`config.mk`:
```
export PLATFORM = sky130hd
export DESIGN_NAME = alu_div_iter
export DESIGN_NICKNAME = d
export VERILOG_FILES = /design/src/rtl/alu_div_iter.sv
export SDC_FILE = /design/constraint.sdc
export NUM_CORES = 1
export LEC_CHECK = 0
export ABC_AREA = 1
export CAP_MARGIN = 20
export CORE_UTILIZATION = 60
export DETAILED_ROUTE_END_ITERATION = 12
export PLACE_DENSITY = 0.82
export RECOVER_POWER = 100
export SLEW_MARGIN = 20
export SYNTH_ARGS = -nofsm -noshare
export SYNTH_HDL_FRONTEND = slang
export SYNTH_SLANG_ARGS = --single-unit
```
`constraint.sdc`:
```
create_clock -name core_clk -period 4.12 [get_ports core_clk]
set_clock_uncertainty 0.2 [all_clocks]
set_input_delay 0.412 -clock core_clk [delete_from_list [all_inputs] [get_ports core_clk]]
set_output_delay 0.412 -clock core_clk [all_outputs]
set_load 0.03 [all_outputs]
```
`src/rtl/alu_div_iter.sv`:
```
// rtl/alu_div_iter.sv - iterative restoring divider/remainder unit for the EX-stage ALU
module alu_div_iter #(
  parameter int WIDTH = 32,
  parameter int STEPS = 1
) (
  input  logic             core_clk,
  input  logic             rst,
  input  logic             enable_i,
  input  logic [1:0]       operator_i,
  input  logic [WIDTH-1:0] operand_a_i,
  input  logic [WIDTH-1:0] operand_b_i,
  input  logic             ex_ready_i,
  input  logic             flush_i,
  output logic [WIDTH-1:0] result_o,
  output logic             ready_o,
  output logic             busy_o
);

  localparam int ITER = WIDTH / STEPS;
  localparam int CW   = $clog2(ITER + 1);

  typedef enum logic [1:0] {
    IDLE,
    DIVIDE,
    FINISH
  } state_t;

  state_t state_q, state_d;

  logic [WIDTH:0]   rem_q;
  logic [WIDTH-1:0] quo_q;
  logic [WIDTH-1:0] dvs_q;
  logic [CW-1:0]    cnt_q;
  logic [1:0]       op_q;
  logic             negq_q;
  logic             negr_q;
  logic             special_q;

  logic             sign_a;
  logic             sign_b;
  logic [WIDTH-1:0] abs_a;
  logic [WIDTH-1:0] abs_b;
  logic             div_zero;
  logic             sgn_ovf;

  logic [WIDTH:0]   rem_step;
  logic [WIDTH-1:0] quo_step;
  logic [WIDTH:0]   r_v;
  logic [WIDTH-1:0] q_v;
  logic [WIDTH+1:0] diff;

  logic [WIDTH-1:0] q_out;
  logic [WIDTH-1:0] r_out;

  // Operand conditioning at capture: magnitudes for signed ops and early-out detection on raw operands
  always_comb begin
    sign_a   = operator_i[0] & operand_a_i[WIDTH-1];
    sign_b   = operator_i[0] & operand_b_i[WIDTH-1];
    abs_a    = sign_a ? (-operand_a_i) : operand_a_i;
    abs_b    = sign_b ? (-operand_b_i) : operand_b_i;
    div_zero = (operand_b_i == '0);
    sgn_ovf  = operator_i[0] &&
               (operand_a_i == {1'b1, {(WIDTH-1){1'b0}}}) &&
               (operand_b_i == '1);
  end

  // STEPS restoring steps per cycle; the dividend shifts out of quo_q MSB-first as quotient bits shift in
  always_comb begin
    r_v  = rem_q;
    q_v  = quo_q;
    diff = '0;
    for (int i = 0; i < STEPS; i++) begin
      r_v  = {r_v[WIDTH-1:0], q_v[WIDTH-1]};
      q_v  = {q_v[WIDTH-2:0], 1'b0};
      diff = {1'b0, r_v} - {2'b0, dvs_q};
      if (!diff[WIDTH+1]) begin
        r_v    = diff[WIDTH:0];
        q_v[0] = 1'b1;
      end
    end
    rem_step = r_v;
    quo_step = q_v;
  end

  // State register
  always_ff @(posedge core_clk or posedge rst) begin
    if (rst) begin
      state_q <= IDLE;
    end else begin
      state_q <= state_d;
    end
  end

  // Next-state logic and outputs; flush overrides every other transition
  always_comb begin
    state_d  = state_q;
    ready_o  = 1'b0;
    busy_o   = (state_q != IDLE);
    result_o = '0;
    q_out    = (op_q[0] && negq_q && !special_q) ? (-quo_q) : quo_q;
    r_out    = (op_q[0] && negr_q && !special_q) ? (-rem_q[WIDTH-1:0]) : rem_q[WIDTH-1:0];
    case (state_q)
      IDLE: begin
        if (enable_i) state_d = DIVIDE;
      end
      DIVIDE: begin
        if (cnt_q == CW'(1)) state_d = FINISH;
      end
      FINISH: begin
        ready_o  = 1'b1;
        result_o = op_q[1] ? r_out : q_out;
        if (ex_ready_i) state_d = IDLE;
      end
      default: state_d = IDLE;
    endcase
    if (flush_i) state_d = IDLE;
  end

  // Datapath: capture in IDLE, iterate in DIVIDE; early-out results are preloaded and
  // held for a single DIVIDE cycle so they surface one edge after the accept edge
  always_ff @(posedge core_clk or posedge rst) begin
    if (rst) begin
      rem_q     <= '0;
      quo_q     <= '0;
      dvs_q     <= '0;
      cnt_q     <= '0;
      op_q      <= '0;
      negq_q    <= 1'b0;
      negr_q    <= 1'b0;
      special_q <= 1'b0;
    end else begin
      case (state_q)
        IDLE: begin
          if (enable_i && !flush_i) begin
            op_q      <= operator_i;
            negq_q    <= sign_a ^ sign_b;
            negr_q    <= sign_a;
            dvs_q     <= abs_b;
            special_q <= div_zero | sgn_ovf;
            if (div_zero) begin
              quo_q <= '1;
              rem_q <= {1'b0, operand_a_i};
              cnt_q <= CW'(1);
            end else if (sgn_ovf) begin
              quo_q <= operand_a_i;
              rem_q <= '0;
              cnt_q <= CW'(1);
            end else begin
              quo_q <= abs_a;
              rem_q <= '0;
              cnt_q <= CW'(ITER);
            end
          end
        end
        DIVIDE: begin
          if (!special_q) begin
            rem_q <= rem_step;
            quo_q <= quo_step;
          end
          cnt_q <= cnt_q - CW'(1);
        end
        default: begin
        end
      endcase
    end
  end

endmodule

```
Yosys cells after proc, flatten, opt, wreduce, memory -nomap -nowiden --
Cells that the tools add are included. W data, S select, Z words.
Storage, ports and cells: input bits 71, memories kept 0, bits in registers 109, memory bits (writable) 0, memory bits (read-only) 0, latch bits 0
Operators by class: reduce and logical (&&, ||, !) cells 17, multipliers 0, bitwise operators 4, add/subtract/negate cells 6, div/mod/pow operators 0, equality and inequality tests 10, muxes and demuxes 27, shift-type cells 0, magnitude comparators 0
Operator list (number):
- $mux W32 | 14
- $neg A32 Y32 | 4
- $pmux W32 S2 | 2
- $eq A32 B32 Y1 const B | 2
- $sub A33 B32 Y34 | 1
- $logic_not A32 Y1 | 1
- $mux W6 | 3
- $pmux W6 S2 | 1
- $ne A3 B3 Y1 const B | 3
- $mux W2 | 4
- $logic_and A1 B1 Y1 | 7
- $eq A6 B1 Y1 const B | 1
- $pmux W2 S3 | 1
- $reduce_and A3 Y1 | 2
- $sub A6 B1 Y6 const B | 1
- $ne A2 B2 Y1 const B | 2
- $reduce_and A2 Y1 | 2
- $reduce_bool A2 Y1 | 2
- $and A1 B1 Y1 | 2
- $eq A2 B1 Y1 const B | 1
- $eq A2 B2 Y1 const B | 1
- $logic_not A1 Y1 | 2
- $logic_not A2 Y1 | 1
- $mux W1 | 2
- 2 further kinds | 2

Depth between registers and ports, before layout --
depth after elaboration 7, depth in mapped cells 17

Worst setup path after synthesis --
Ideal clock, no wire load.
kind register to output, start reg rem_q[0], end out result_o[18], path slack 1273 ps, buffers on the path 0, data arrival time 2235 ps, cell stages (with the launch flop) 11, cell sequence dfrtp_1 inv_1 ha_1 nand3_1 nor2_1 nand3_1 nand2_2 nand2_1 o21ai_0 a21oi_1 a211oi_1
On the way: word-level cells in the longest chain between the ends 4
Ends and longest elaborated chain:
- from (decl) | line 30 | logic [WIDTH:0] rem_q;
- from (signal assigned) | line 142 | rem_q <= {1'b0, operand_a_i};
- from (signal assigned) | line 157 | rem_q <= rem_step;
- $neg A32 Y32 | line 101 | r_out = (op_q[0] && negr_q && !special_q) ? (-rem_q[WIDTH-1:0]) : rem_q[WIDTH-1:0];
- $mux W32 | line 101
- $mux W32 | line 111 | result_o = op_q[1] ? r_out : q_out;
- $mux W32 | line 102 | case (state_q)
- to (decl) | line 14 | output logic [WIDTH-1:0] result_o,
Every way passes these cells.

Final worst setup path --
start reg quo_q[2], end out result_o[17]
On the way: word-level cells in the longest chain between the ends 4
Ends and longest elaborated chain:
- from (decl) | line 31 | logic [WIDTH-1:0] quo_q;
- from (signal assigned) | line 145 | quo_q <= operand_a_i;
- from (signal assigned) | line 149 | quo_q <= abs_a;
- from (signal assigned) | line 158 | quo_q <= quo_step;
- $neg A32 Y32 | line 100 | q_out = (op_q[0] && negq_q && !special_q) ? (-quo_q) : quo_q;
- $mux W32 | line 100
- $mux W32 | line 111
- $mux W32 | line 102
Every way passes these cells.

==> reports/results.ini <==
[power]
p_leak_nw=7.09
p_per_area_mw_per_mm2=679
ir_drop_mv=0.311

[worst_setup_path]
crit_path_start_kind=flop
reg2reg_slack_ns=0.23
critical_path_buf_inv_count=2
endpoint_kind=primary output
critPathSlowestCell=dlygate4sd3_1
crit_fanout=7
worstSetupPathType=flop to primary output
required_ns=3.51
reg2reg_depth=6
r2r-end=rem_q[16]
cp_cell_sequence=inv_1 > nand3_1 > nor2_1 > nand3_1 > nor2_1 > nand3_1 > nand2_1 > a21oi_1 > o21ai_0 > nand2_1 > nor2_1 > dlygate4sd3_1
critPathMaxStageDelay_ns=0.76
critPathTopFamily=simple AND/OR/NAND/NOR gates
timing.rr.start=state_q[1]
crit_arrival_ns=3.30

[timing]
relSlewSlack=-0.989
fmax_ghz=0.256
slew_viol_final=158
finalWorstSetupSlack_ns=0.209
fin_crit_sh=0.949
period_needed_ns=3.91
worstMarginPinSlew_ns=2.98
tns_ns=0
setup_viol=0
hold_viol=0
rsz0062_at_grt=no

[final_layout]
nets=2341
fin_area_mm2=0.0138
areaGrowthSynthToFinish_pct=12.1
drive_gt1_frac=0.0300

[cts]
cts_tree=yes
cts_setup_buffers=0
h-tree-depth=3
cts.sinks=109
cts_buffers=9
post_cts_resize_count=0
clockBufferDepth=2
cts_root_buf=clkbuf_16
holdBufCountCts=0
cts.clk_slew.worst_paths_ns=0.09
clk_latency_ns=0.37

[floorplanning]
coreArea_mm2=0.0202
die-area_mm2=0.0211
die_y_um=145
core.rowCount=52
die-width_um=145
start_util=0.610
io_pins=105

[synthesis]
synthCells=2166
ys.flop_type=dfrtp_1
synthArstFlopShare=1.00
ys_ff_latch=109
synthTopCellsByCount=614 x nand2_1, 328 x inv_1, 265 x nor2_1
yosys.area.top_type_share=0.222
syn-num-nets=2277
syn_area_mm2=0.0123
synth_edf_count=0
ys_top_cells_by_area=dfrtp_1 22%, nand2_1 19%, inv_1 10%
synthDistinctLibCells=53
post-synth-top-count-cell=nand2_1
synth-seq-area-share=0.222
synth_area_leader_cell=dfrtp_1
yosys_warnings=0
synth_area_per_cell_um2=5.68

[placed_design]
place_area_mm2=0.0135
dp_slack_ns=0.744
hpwl_um=35900
numPortBuffers=104
place_congestion=1.01

[min_path]
min_from=quo_q[22]
hp-class=flop to flop
holdPathStages=2
hold_end=quo_q[22]

[global_route]
track_usage=0.426
overflow=0
grt_pass1_wl_um=70700
antenna_found_initial=5
grt_pass1_vias=13238
grt_max_degree=62

[route]
drt-initial-drc-count=1943
firstDrtPassIters=7
drt_wl_total_um=45200
viasPerCell=5.98
wl_per_cell_um=18.0
vias=15005
ant_nets=0
drcViolationCount=0

[run_status]
status=complete, but fails checks
failed_checks=max-capacitance violations, max-slew violations

[job]
cap_violations=4

## cell families after synthesis
kind of cell             Yosys count  share of synthesized area
AO/OA/AOI/OAI                    329                      0.143
XOR/XNOR                          54                     0.0384
adder cells (fa/ha/maj)           40                     0.0413
buffers and inverters            404                      0.129
flip-flops                       109                      0.222
multiplexers                       1                   0.000813
AND/OR/NAND/NOR                 1229                      0.427
## placed cells by master, fill, tap and decap left out, types with 6 or more instances in the layout
cell,Yosys,final
xor2_1,34,34
o21ai_0,143,144
clkdlybuf4s50_1,0,69
o211ai_1,6,6
ha_1,39,39
buf_4,5,14
inv_1,328,329
nor2_2,7,6
nor3_1,48,48
nand2_1,614,615
nand4_1,43,43
nand3_1,211,211
clkbuf_16,0,9
xnor2_1,20,20
dlygate4sd3_1,0,35
o22ai_1,9,9
nand3b_1,10,10
a21oi_1,136,138
nor2_1,265,266
dfrtp_1,109,109
## metal layers
layer  global-route usage  share of wire  vias to the layer above
li1                     -              -                     7085
met1                0.586           0.41                     6843
met2                0.651           0.43                      953
met3                0.101           0.12                      120
met4                0.153          0.035                        4
met5                    0        0.00060                        -
## stage by stage
step                hold slack [ns]  power, mW  utilization  instances
global route                  0.305       10.1        0.684       2505
detailed placement            0.272       8.23        0.670       2489
finish                        0.294       9.36        0.684       2509
CTS                           0.293       9.17        0.685       2505
floorplan                     0.249       6.53            -       2166
global placement              0.266       8.08        0.670       2489
## state kept, by name, indices dropped and copies added, names as in the netlist
signal     count
op_q           2
cnt_q          6
rem_q         32
state_q        2
negq_q         1
quo_q         32
special_q      1
negr_q         1
dvs_q         32
## area by class of cell
cell class | count | area (um^2)
tap | 270 | 338
fill | 1918 | 6370
antenna | 4 | 10.0
timing repair buffer | 123 | 1180
clock buffer | 9 | 225
multi-input combinational | 1653 | 7980
clock inverter | 7 | 75.1
sequential | 109 | 2730
inverter | 334 | 1260
## report_power, final
part	internal (mW)	switching (mW)
Combinational	2.07	4.25
Clock	0.432	0.486
Sequential	1.53	0.601
Total	4.03	5.34
## worst max-delay path by stage
stage / start / to / cells after the start
final: quo_q[2] / result_o[17] / 12
after CTS: rem_q[0] / result_o[24] / 13
after floorplan: rst / cnt_q[0] / 1
after global routing: rem_q[0] / result_o[24] / 13
after detailed placement: rem_q[0] / result_o[24] / 13
after global placement: rem_q[0] / result_o[24] / 13
## tightest hold or removal path, delay by kind of cell, from the launching register on
kind | cells | cell delay (ns)
DFF | 1 | 0.35
and+or+nand+nor | 2 | 0.12
Power figures use the tool's default switching activity.
